**config.mk**
```make
export PLATFORM = sky130hd
export DESIGN_NAME = echo_frame_sequencer_flat
export DESIGN_NICKNAME = d
export VERILOG_FILES = /design/src/rtl/echo_seq_pkg.sv /design/src/rtl/echo_frame_sequencer_if.sv /design/src/rtl/echo_frame_sequencer_stage_handshake.sv /design/src/rtl/echo_frame_sequencer.sv /design/src/flat_wrapper.sv
export SDC_FILE = /design/constraint.sdc
export NUM_CORES = 1
export LEC_CHECK = 0
export CORE_UTILIZATION = 39
export CTS_CLUSTER_DIAMETER = 30
export DETAILED_ROUTE_END_ITERATION = 6
export GPL_TIMING_DRIVEN = 0
export PLACE_DENSITY = 0.81
export SKIP_CTS_REPAIR_TIMING = 1
export SYNTH_ARGS = -nofsm -noshare
export SYNTH_HDL_FRONTEND = slang
export SYNTH_HIERARCHICAL = 1
export SYNTH_SLANG_ARGS = --single-unit
```
**constraint.sdc**
```tcl
create_clock -name clk_operation -period 3.4 [get_ports clk_operation]
set_clock_uncertainty 0.15 [all_clocks]
set_input_delay 1.02 -clock clk_operation [delete_from_list [all_inputs] [get_ports clk_operation]]
set_output_delay 1.02 -clock clk_operation [all_outputs]
set_load 0.02 [all_outputs]
```
**src/rtl/echo_seq_pkg.sv**
```systemverilog
// Shared types and default constants for the echo frame sequencer.
// Holds the FSM state encoding and a helper that marks the enable-pulse states.
package echo_seq_pkg;

    localparam int DOUBLE_W          = 64;
    localparam int CNT_W_DEF         = 13;
    localparam int EN_PULSE_DEF      = 4;
    localparam int READY_TIMEOUT_DEF = 3000;

    typedef enum logic [2:0] {
        S_IDLE,
        S_CONV_EN,
        S_CONV_WAIT,
        S_LAG_EN,
        S_LAG_WAIT,
        S_PROC_EN,
        S_PROC_WAIT,
        S_OUTPUT
    } seq_state_t;

    function automatic logic is_en_state(input seq_state_t s);
        return (s == S_CONV_EN) || (s == S_LAG_EN) || (s == S_PROC_EN);
    endfunction

endpackage

```
**src/rtl/echo_frame_sequencer_if.sv**
```systemverilog
// Bundle between the sequencer and the sampling counter / datapath stages.
// master = sequencer side, slave = counter/datapath side.
interface echo_frame_sequencer_if #(
    parameter int CNT_W = echo_seq_pkg::CNT_W_DEF
);
    logic                              run;
    logic                              adapt_mode;
    logic [CNT_W-1:0]                  sampling_cycle_counter;
    logic                              ready_conv;
    logic                              ready_lag;
    logic                              ready_adapt;
    logic                              ready_cancel;
    logic [echo_seq_pkg::DOUBLE_W-1:0] e;
    logic [echo_seq_pkg::DOUBLE_W-1:0] signal_without_echo;
    logic                              enable_conv;
    logic                              enable_lag;
    logic                              enable_adapt;
    logic                              enable_cancel;
    logic                              enable_out;
    logic [echo_seq_pkg::DOUBLE_W-1:0] double_out;
    logic                              busy;
    logic                              timeout_err;
    logic                              overrun_err;
    logic [15:0]                       frame_count;
    logic [CNT_W-1:0]                  max_latency;

    modport master (
        input  run, adapt_mode, sampling_cycle_counter,
        input  ready_conv, ready_lag, ready_adapt, ready_cancel,
        input  e, signal_without_echo,
        output enable_conv, enable_lag, enable_adapt, enable_cancel,
        output enable_out, double_out, busy, timeout_err, overrun_err,
        output frame_count, max_latency
    );

    modport slave (
        output run, adapt_mode, sampling_cycle_counter,
        output ready_conv, ready_lag, ready_adapt, ready_cancel,
        output e, signal_without_echo,
        input  enable_conv, enable_lag, enable_adapt, enable_cancel,
        input  enable_out, double_out, busy, timeout_err, overrun_err,
        input  frame_count, max_latency
    );
endinterface

```
**src/rtl/echo_frame_sequencer_stage_handshake.sv**
```systemverilog
// Shared per-stage handshake: enable pulse length, stale-ready rejection and ready timeout.
// Restarted on every X_EN entry; ready only counts once it has been seen low since the pulse began.
module stage_handshake #(
    parameter int EN_PULSE      = echo_seq_pkg::EN_PULSE_DEF,
    parameter int READY_TIMEOUT = echo_seq_pkg::READY_TIMEOUT_DEF
) (
    input  logic clk_operation,
    input  logic rst,
    input  logic i_restart,
    input  logic i_in_en,
    input  logic i_in_wait,
    input  logic i_ready,
    output logic o_pulse_last,
    output logic o_qual,
    output logic o_timeout
);
    localparam int PW = $clog2(EN_PULSE + 1);
    localparam int TW = $clog2(READY_TIMEOUT + 1);

    logic [PW-1:0] r_pulse_cnt;
    logic [TW-1:0] r_wait_cnt;
    logic          r_low_seen;

    always_ff @(posedge clk_operation) begin
        if (rst || i_restart) begin
            r_pulse_cnt <= '0;
            r_wait_cnt  <= '0;
            r_low_seen  <= 1'b0;
        end else begin
            if (i_in_en)
                r_pulse_cnt <= r_pulse_cnt + PW'(1);
            if (i_in_wait && (r_wait_cnt != TW'(READY_TIMEOUT)))
                r_wait_cnt <= r_wait_cnt + TW'(1);
            if ((i_in_en || i_in_wait) && !i_ready)
                r_low_seen <= 1'b1;
        end
    end

    assign o_pulse_last = i_in_en && (r_pulse_cnt == PW'(EN_PULSE - 1));
    // The low sample is registered, so the qualifying high must come in a later cycle.
    assign o_qual       = i_in_wait && r_low_seen && i_ready;
    assign o_timeout    = i_in_wait && (r_wait_cnt == TW'(READY_TIMEOUT));

endmodule

```
**src/rtl/echo_frame_sequencer.sv**
```systemverilog
// Per-sample sequencer: conv -> lag -> adapt|cancel -> output load, one frame per counter==0.
// Optional stats (frame_count, max_latency) built only with ECHO_SEQ_STATS_EN defined.
module echo_frame_sequencer
    import echo_seq_pkg::*;
#(
    parameter int CNT_W         = CNT_W_DEF,
    parameter int EN_PULSE      = EN_PULSE_DEF,
    parameter int READY_TIMEOUT = READY_TIMEOUT_DEF
) (
    input  logic                   clk_operation,
    input  logic                   rst,
    echo_frame_sequencer_if.master bus
);
    seq_state_t            r_state;
    seq_state_t            w_next;
    logic                  r_mode_q;
    logic [DOUBLE_W-1:0]   r_double_out;
    logic                  r_timeout_err;
    logic                  r_overrun_err;
    logic                  w_start_frame;
    logic                  w_in_en;
    logic                  w_in_wait;
    logic                  w_ready;
    logic                  w_restart;
    logic                  w_pulse_last;
    logic                  w_qual;
    logic                  w_timeout;
    logic                  w_timeout_hit;
    logic                  w_load_out;

    assign w_start_frame = bus.run && (bus.sampling_cycle_counter == '0);
    assign w_in_en       = is_en_state(r_state);
    assign w_in_wait     = (r_state == S_CONV_WAIT) || (r_state == S_LAG_WAIT) ||
                           (r_state == S_PROC_WAIT);
    assign w_restart     = is_en_state(w_next) && (w_next != r_state);

    always_comb begin
        w_ready = 1'b0;
        case (r_state)
            S_CONV_EN, S_CONV_WAIT: w_ready = bus.ready_conv;
            S_LAG_EN,  S_LAG_WAIT:  w_ready = bus.ready_lag;
            S_PROC_EN, S_PROC_WAIT: w_ready = r_mode_q ? bus.ready_adapt : bus.ready_cancel;
            default:                w_ready = 1'b0;
        endcase
    end

    stage_handshake #(
        .EN_PULSE      (EN_PULSE),
        .READY_TIMEOUT (READY_TIMEOUT)
    ) u_handshake (
        .clk_operation (clk_operation),
        .rst           (rst),
        .i_restart     (w_restart),
        .i_in_en       (w_in_en),
        .i_in_wait     (w_in_wait),
        .i_ready       (w_ready),
        .o_pulse_last  (w_pulse_last),
        .o_qual        (w_qual),
        .o_timeout     (w_timeout)
    );

    assign w_timeout_hit = w_in_wait && !w_qual && w_timeout;

    always_comb begin
        w_next     = r_state;
        w_load_out = 1'b0;
        case (r_state)
            S_IDLE:      if (w_start_frame) w_next = S_CONV_EN;
            S_CONV_EN:   if (w_pulse_last)  w_next = S_CONV_WAIT;
            S_CONV_WAIT: if (w_qual)        w_next = S_LAG_EN;
                         else if (w_timeout) w_next = S_IDLE;
            S_LAG_EN:    if (w_pulse_last)  w_next = S_LAG_WAIT;
            S_LAG_WAIT:  if (w_qual)        w_next = S_PROC_EN;
                         else if (w_timeout) w_next = S_IDLE;
            S_PROC_EN:   if (w_pulse_last)  w_next = S_PROC_WAIT;
            S_PROC_WAIT: if (w_qual) begin
                             w_next     = S_OUTPUT;
                             w_load_out = 1'b1;
                         end else if (w_timeout) begin
                             w_next = S_IDLE;
                         end
            S_OUTPUT:    w_next = S_IDLE;
            default:     w_next = S_IDLE;
        endcase
    end

    // double_out is loaded on entry to OUTPUT so it is already valid alongside enable_out.
    always_ff @(posedge clk_operation) begin
        if (rst) begin
            r_state       <= S_IDLE;
            r_mode_q      <= 1'b0;
            r_double_out  <= '0;
            r_timeout_err <= 1'b0;
            r_overrun_err <= 1'b0;
        end else begin
            r_state <= w_next;
            if ((r_state == S_IDLE) && w_start_frame)
                r_mode_q <= bus.adapt_mode;
            if (w_load_out)
                r_double_out <= r_mode_q ? bus.e : bus.signal_without_echo;
            if (w_timeout_hit)
                r_timeout_err <= 1'b1;
            if ((r_state != S_IDLE) && w_start_frame)
                r_overrun_err <= 1'b1;
        end
    end

    assign bus.enable_conv   = (r_state == S_CONV_EN);
    assign bus.enable_lag    = (r_state == S_LAG_EN);
    assign bus.enable_adapt  = (r_state == S_PROC_EN) && r_mode_q;
    assign bus.enable_cancel = (r_state == S_PROC_EN) && !r_mode_q;
    assign bus.enable_out    = (r_state == S_OUTPUT);
    assign bus.double_out    = r_double_out;
    assign bus.busy          = (r_state != S_IDLE);
    assign bus.timeout_err   = r_timeout_err;
    assign bus.overrun_err   = r_overrun_err;

`ifdef ECHO_SEQ_STATS_EN
    logic [15:0]      r_frame_count;
    logic [CNT_W-1:0] r_lat;
    logic [CNT_W-1:0] r_max_lat;

    // r_lat counts frame cycles inclusively: 1 in the first CONV_EN cycle.
    always_ff @(posedge clk_operation) begin
        if (rst) begin
            r_frame_count <= '0;
            r_lat         <= '0;
            r_max_lat     <= '0;
        end else begin
            if ((r_state == S_IDLE) && (w_next == S_CONV_EN))
                r_lat <= CNT_W'(1);
            else if ((r_state != S_IDLE) && (r_lat != {CNT_W{1'b1}}))
                r_lat <= r_lat + CNT_W'(1);
            if (r_state == S_OUTPUT) begin
                r_frame_count <= r_frame_count + 16'd1;
                if (r_lat > r_max_lat)
                    r_max_lat <= r_lat;
            end
        end
    end

    assign bus.frame_count = r_frame_count;
    assign bus.max_latency = r_max_lat;
`else
    assign bus.frame_count = '0;
    assign bus.max_latency = '0;
`endif

endmodule

```
**src/flat_wrapper.sv**
```systemverilog
// flat-port wrapper written by rule: the top's interface ports become plain ports
module echo_frame_sequencer_flat import echo_seq_pkg::*;
#(
    parameter int CNT_W         = CNT_W_DEF,
    parameter int EN_PULSE      = EN_PULSE_DEF,
    parameter int READY_TIMEOUT = READY_TIMEOUT_DEF
)
  (clk_operation, rst, bus_run, bus_adapt_mode, bus_sampling_cycle_counter, bus_ready_conv, bus_ready_lag, bus_ready_adapt, bus_ready_cancel, bus_e, bus_signal_without_echo, bus_enable_conv, bus_enable_lag, bus_enable_adapt, bus_enable_cancel, bus_enable_out, bus_double_out, bus_busy, bus_timeout_err, bus_overrun_err, bus_frame_count, bus_max_latency);
  echo_frame_sequencer_if #(.CNT_W(CNT_W)) bus_i ();
  input  logic clk_operation;
  input  logic rst;
  input wire logic [$bits(bus_i.run)-1:0] bus_run;
  input wire logic [$bits(bus_i.adapt_mode)-1:0] bus_adapt_mode;
  input wire logic [$bits(bus_i.sampling_cycle_counter)-1:0] bus_sampling_cycle_counter;
  input wire logic [$bits(bus_i.ready_conv)-1:0] bus_ready_conv;
  input wire logic [$bits(bus_i.ready_lag)-1:0] bus_ready_lag;
  input wire logic [$bits(bus_i.ready_adapt)-1:0] bus_ready_adapt;
  input wire logic [$bits(bus_i.ready_cancel)-1:0] bus_ready_cancel;
  input wire logic [$bits(bus_i.e)-1:0] bus_e;
  input wire logic [$bits(bus_i.signal_without_echo)-1:0] bus_signal_without_echo;
  output wire logic [$bits(bus_i.enable_conv)-1:0] bus_enable_conv;
  output wire logic [$bits(bus_i.enable_lag)-1:0] bus_enable_lag;
  output wire logic [$bits(bus_i.enable_adapt)-1:0] bus_enable_adapt;
  output wire logic [$bits(bus_i.enable_cancel)-1:0] bus_enable_cancel;
  output wire logic [$bits(bus_i.enable_out)-1:0] bus_enable_out;
  output wire logic [$bits(bus_i.double_out)-1:0] bus_double_out;
  output wire logic [$bits(bus_i.busy)-1:0] bus_busy;
  output wire logic [$bits(bus_i.timeout_err)-1:0] bus_timeout_err;
  output wire logic [$bits(bus_i.overrun_err)-1:0] bus_overrun_err;
  output wire logic [$bits(bus_i.frame_count)-1:0] bus_frame_count;
  output wire logic [$bits(bus_i.max_latency)-1:0] bus_max_latency;
  assign bus_i.run = bus_run;
  assign bus_i.adapt_mode = bus_adapt_mode;
  assign bus_i.sampling_cycle_counter = bus_sampling_cycle_counter;
  assign bus_i.ready_conv = bus_ready_conv;
  assign bus_i.ready_lag = bus_ready_lag;
  assign bus_i.ready_adapt = bus_ready_adapt;
  assign bus_i.ready_cancel = bus_ready_cancel;
  assign bus_i.e = bus_e;
  assign bus_i.signal_without_echo = bus_signal_without_echo;
  assign bus_enable_conv = bus_i.enable_conv;
  assign bus_enable_lag = bus_i.enable_lag;
  assign bus_enable_adapt = bus_i.enable_adapt;
  assign bus_enable_cancel = bus_i.enable_cancel;
  assign bus_enable_out = bus_i.enable_out;
  assign bus_double_out = bus_i.double_out;
  assign bus_busy = bus_i.busy;
  assign bus_timeout_err = bus_i.timeout_err;
  assign bus_overrun_err = bus_i.overrun_err;
  assign bus_frame_count = bus_i.frame_count;
  assign bus_max_latency = bus_i.max_latency;
  echo_frame_sequencer #(.CNT_W(CNT_W), .EN_PULSE(EN_PULSE), .READY_TIMEOUT(READY_TIMEOUT)) u_core (.clk_operation(clk_operation), .rst(rst), .bus(bus_i));
endmodule
```
==> results of run 1 <==
-- worst max path at each step --
stage	startpoint	slack, ns	to	cells after the start
CTS	bus_ready_adapt	-0.11	u_core/u_handshake/r_pulse_cnt[0]	13
finish	bus_ready_adapt	0.18	u_core/u_handshake/r_wait_cnt[6]	13
global placement	bus_ready_adapt	-0.36	u_core/u_handshake/r_wait_cnt[3]	13
global route	bus_ready_adapt	0.02	u_core/u_handshake/r_wait_cnt[5]	13
detailed placement	bus_ready_adapt	-0.45	u_core/u_handshake/r_pulse_cnt[0]	13
floorplan	bus_ready_adapt	0.46	u_core/u_handshake/r_pulse_cnt[0]	12
-- power groups by stage --
stage | sequential [µW] | combinational, µW | clock [µW]
2_1_floorplan | 1030 | 104 | 0
3_3_place_gp | 1030 | 288 | 0
3_5_place_dp | 1030 | 291 | 0
4_1_cts | 1010 | 293 | 950
5_1_grt | 1010 | 316 | 993
6_report | 1010 | 294 | 925
-- per-layer routing --
| metal | share of wire | track usage | routed length (µm) | vias to the layer above |
|---|---|---|---|---|
| li1 | - | - | - | 2117 |
| met1 | 0.38 | 0.230 | 5120 | 1956 |
| met2 | 0.54 | 0.407 | 7320 | 145 |
| met3 | 0.072 | 0.0570 | 976 | 14 |
| met4 | 0.016 | 0.0583 | 215 | 0 |
| met5 | 0 | 0 | 0 | - |
-- flip-flops by register name, summed over array words and instances, names as in the netlist --
name                            cells
u_core/r_mode_q                     1
u_core/u_handshake/r_low_seen       1
u_core/bus.double_out              64
u_core/u_handshake/r_pulse_cnt      3
u_core/r_state                      3
u_core/u_handshake/r_wait_cnt      12
u_core/bus.overrun_err              1
u_core/bus.timeout_err              1
-- synth_stat cells, types with 2 or more instances --
library cell   n  area share
a211oi_1      11       0.018
inv_1          7      0.0058
or4_1          4      0.0066
buf_4         37       0.061
nor2_1        84       0.069
nand3_1        2      0.0022
and3_1         4      0.0055
nor4_1         3      0.0041
o21ai_0        7      0.0077
a211oi_2      56        0.15
nor3b_1        2      0.0033
or3_1          2      0.0027
nand2_1       14       0.012
a21oi_1       14       0.015
nand4_1        3      0.0041
o31ai_1        4      0.0066
mux2i_1       68        0.15
buf_2         11       0.012
nor2b_1        2      0.0027
ha_1           4       0.011
buf_6          8       0.020
and2_1         3      0.0041
xnor2_1        2      0.0038
xor2_1         2      0.0038
dfxtp_1       86        0.38
clkbuf_1       9      0.0074
-- area by class of cell --
class / instances / area (µm²)
Tap cell: 143 / 179
Multi-Input combinational cell: 336 / 2480
Fill cell: 979 / 4060
Buffer: 65 / 460
Sequential cell: 86 / 1720
Clock inverter: 5 / 42.5
Inverter: 7 / 26.3
Clock buffer: 11 / 243
Timing Repair Buffer: 220 / 2200
-- worst max-delay path: cells and delay by family --
family	cells	cell delay, ns
muxes	1	0.09
buffers and inverters	2	0.66
and+or+nand+nor	5	0.86
AOI/OAI and AO/OA	5	0.69
-- per-stage QoR --
stage | setup WS, ns | cells | power, µW | utilization | hold WS (ns)
after floorplan | 0.458 | 494 | 1130 | - | 0.282
final | 0.182 | 873 | 2230 | 0.644 | 0.317
after global routing | 0.0189 | 873 | 2310 | 0.644 | 0.347
after CTS | -0.114 | 873 | 2250 | 0.643 | 0.324
after detailed placement | -0.455 | 857 | 1320 | 0.618 | 0.310
after global placement | -0.359 | 857 | 1320 | 0.618 | 0.290
-- kinds of logic (layout without fill, tap and decap cells) --
kind of cell             after synthesis  in the layout
other                                  1             29
AND/OR/NAND/NOR                      133            133
adder cells (fa/ha/maj)                4              4
XOR/XNOR                               4              4
flip-flops                            86             86
buffers and inverters                 72            308
multiplexers                          68             68
AO/OA/AOI/OAI                         98             98
==> results.cfg, run 1 <==
[power_and_ir_drop]
combPwrFrac = 0.132
switching_share = 0.228
switchingPower_uw = 508
ir_worst_vdd_mv = 0.260
p_int_uw = 1720
p_seq_frac = 0.453
power_leakage_uw = 0.00255
clockPowerShare = 0.415
power_density_nw_per_um2 = 303

[synth]
ys_warn_count = 6
synth_top_family_by_area = compound AO/OA/AOI/OAI gates
synth_ff_type = dfxtp_1
synth-simple-area-share = 0.137
synth_compound_area_frac = 0.212
synthArstFlopShare = 0
synthCells = 466
ys_seq_area_frac = 0.377
synth.distinct_cells = 43
synth_fa_ha_area_frac = 0.0110
syn_area_um2 = 4570
ys_ff_latch = 86
syn_avg_cell_area_um2 = 9.81
yosys-mux-area-fraction = 0.149
synth-edff-count = 0
synth-xor-area-share = 0.00767

[global_route]
grt_overflow = 0
grt_start_max_net_pins = 16
grt_pass1_wl_um = 19900
antenna_found_initial = 0
first_global_vias = 4129
groute.usage.overall = 0.214

[clock_tree]
cts_tree = built
clk_path_buf_depth = 2
clk_latency_ns = 0.33
cts.clk_slew.worst_paths_ns = 0.06
clock_sinks = 86
cts-root-buf = clkbuf_16
cts_max_level = 3
cts_inserted_buffers = 9

[worst_hold_path]
hold_path.class = reg -> reg
whs_endpoint = u_core/bus.overrun_err
hold_depth = 2
holdCritStartpoint = u_core/bus.overrun_err

[final_layout]
area_growth_pct = 61.0
layout_commonest_cell = clkdlybuf4s50_1
mostFrequentLayoutCells = clkdlybuf4s50_1, dfxtp_1, nor2_1
layout-drive-gt1-share = 0.186
final_area_um2 = 7350
n_antenna_cell = 0
nets = 878

[worst_setup_path]
crit_fanout = 10
crit_arrival_ns = 3.32
rr_worst_depth = 13
cp_slowest_stage_delay_ns = 0.45
critPathKind = in -> reg
regToRegSetupSlack_ns = 0.55
worstPathRequired_ns = 3.50
r2r_start = u_core/r_state[1]
slowest_stage = clkdlybuf4s50_1
r2r_end = u_core/u_handshake/r_pulse_cnt[0]
cpMostUsedCell = o21ai_0
path_cells = clkdlybuf4s50_1 > mux2i_1 > nand2_1 > o21ai_0 > o21ai_0 > and3_1 > nor2b_2 > nor2_1 > a21o_1 > a211oi_2 > or2_2 > clkbuf_4 > a21oi_1
crit_path_end_kind = flop
startpoint_type = primary input

[detailed_routing]
initialDrtViolationCount = 136
ant_nets = 0
first_pass_iters = 4
drt-total-wl_um = 13600
drc = 0
vias = 4232
viasPerCell = 4.85
avgRoutedWirePerCell_um = 15.6

[place]
dp_hpwl_um = 11000
io_buffers = 220
gp_congestion = 0.819
place_area_um2 = 7060

[sta]
grt_setup_unrepaired = no
fin_crit_ns = 3.22
finalHoldViolations = 0
fmax_ghz = 0.311
setup_viol = 0
worst_pin_slew_ns = 0.764
max_slew_margin = 0.491
finalCritPeriodShare = 0.946
slew_viol_final = 0
fin_tns_setup_ns = 0

[floorplanning]
die_y_um = 110
fp-row-count = 39
die_area_um2 = 12200
ios = 250
initial_core_util = 0.400
dieWidth_um = 110
core-area_um2 = 11400

[job]
drv_cap = 0

[outcome]
run_status = complete, no violations
(Power assumes the default switching activity.)
==> run 2, diff against run 1 <==
--- a/config.mk
+++ b/config.mk
@@ -5,6 +5,7 @@
 export SDC_FILE = /design/constraint.sdc
 export NUM_CORES = 1
 export LEC_CHECK = 0
+export CORE_MARGIN = 2
 export CORE_UTILIZATION = 39
 export CTS_CLUSTER_DIAMETER = 30
 export DETAILED_ROUTE_END_ITERATION = 6
==> results.cfg, run 2 (same netlist as run 1, synthesis figures left out) <==
[global_route]
first_global_vias = 4350
antenna_found_initial = 0
grt_pass1_wl_um = 21800
grt_overflow = 0
groute.usage.overall = 0.215
grt_start_max_net_pins = 15

[sta]
max_slew_margin = 0.480
fin_crit_ns = 3.26
slew_viol_final = 0
finalCritPeriodShare = 0.960
finalHoldViolations = 0
setup_viol = 0
grt_setup_unrepaired = no
fmax_ghz = 0.306
timing.final.ws_setup_ns = 0.137
worst_pin_slew_ns = 0.780

[worst_setup_path]
critPathTopFamily = simple AND/OR/NAND/NOR gates
critPathKind = in -> reg
slowest_stage = clkdlybuf4s50_1
r2r_end = u_core/u_handshake/r_wait_cnt[2]
crit_fanout = 10
cp_slowest_stage_delay_ns = 0.46
worst-path-buf-inv = 2
cpMostUsedCell = o21ai_0
cp.depth = 13
crit_path_end_kind = flop
cp-startpoint = bus_ready_adapt
startpoint_type = primary input
crit_path_end = u_core/u_handshake/r_wait_cnt[9]
rr_worst_depth = 12
crit_arrival_ns = 3.37
worstPathRequired_ns = 3.50
regToRegSetupSlack_ns = 0.52
path_cells = clkdlybuf4s50_1 > mux2i_1 > nand2_1 > o21ai_0 > o21ai_0 > and3_1 > nor2b_2 > nor2_1 > a21o_1 > a211oi_2 > or2_2 > clkbuf_2 > a21oi_1
r2r_start = u_core/r_state[2]

[final_layout]
mostFrequentLayoutCells = clkdlybuf4s50_1, dfxtp_1, nor2_1
n_antenna_cell = 0
layout-drive-gt1-share = 0.185
fillCellCount = 961
nets = 878
layout_commonest_cell = clkdlybuf4s50_1
area_growth_pct = 61.6
largest_register_ffs = 64

[worst_hold_path]
hold_path.class = reg -> reg
holdCritStartpoint = u_core/bus.overrun_err

[clock_tree]
cts_max_level = 3
cts.clk_slew.worst_paths_ns = 0.07
cts-root-buf = clkbuf_16
clock_sinks = 86
cts_tree = built
clk_path_buf_depth = 2
clk_latency_ns = 0.33
cts_inserted_buffers = 9

[place]
gp_congestion = 0.798
io_buffers = 220
dp_hpwl_um = 11300
dpl_worst_slack_ns = -0.434

[job]
drv_cap = 0

[power_and_ir_drop]
power_density_nw_per_um2 = 319
finalPower_uw = 2360
power_leakage_uw = 0.00257
ir_worst_vdd_mv = 0.269

[detailed_routing]
first_pass_iters = 4
ant_nets = 0
viasPerCell = 4.94
drc = 0
avgRoutedWirePerCell_um = 16.1
drt-total-wl_um = 14100
initialDrtViolationCount = 147
vias = 4306

[floorplanning]
dieWidth_um = 112
initial_core_util = 0.400
die_y_um = 112
fp-row-count = 39
die_area_um2 = 12600
core-area_um2 = 11400
ios = 250

[outcome]
run_status = complete, no violations
run 2: cell type report:
type	count	area, µm²	area share
plain buffers	65	458	0.0620
clock buffers	10	239	0.0324
clock inverters	5	82.6	0.0112
inverters	7	26.3	0.00356
multi-input cells	336	2480	0.335
flip-flops and latches	86	1720	0.233
well taps	143	179	0.0242
repair buffers	220	2200	0.298
run 2: power breakdown:
part	switching [µW]	leakage [µW]	total (µW)	internal, µW
Clock	396	0.000159	1060	662
Combinational	104	0.00172	292	188
Sequential	0.00406	0.000692	1010	1010
run 2: worst min-delay path by stage:
stage,endpoint,cells past startpoint
after CTS,u_core/bus.overrun_err,2
after floorplan,u_core/u_handshake/r_low_seen,1
final,u_core/bus.overrun_err,2
after global placement,u_core/u_handshake/r_low_seen,1
after global routing,u_core/u_handshake/r_low_seen,1
after detailed placement,u_core/bus.overrun_err,2
run 2: worst register-to-register path, delay by kind of cell (launching register included):
kind	cells	cell delay [ns]
AO/OA/AOI/OAI	5	0.97
buffers and inverters	1	0.32
flip-flops	1	0.39
AND/OR/NAND/NOR	6	0.95
run 2: stage by stage:
step	setup TNS (ns)	instance area, µm²	hold WS, ns	cells	utilization
5_1_grt	0	7390	0.344	872	0.647
3_5_place_dp	-4.72	7060	0.308	857	0.618
3_3_place_gp	-2.82	7060	0.290	857	0.618
2_1_floorplan	0	4670	0.282	494	-
4_1_cts	-0.591	7380	0.322	872	0.646
6_report	0	7390	0.317	872	0.647
run 2: layer usage:
layer  GRT usage  share of wire
met1       0.230           0.38
met5           0              0
met2       0.417           0.54
met4      0.0659          0.017
met3      0.0470          0.059
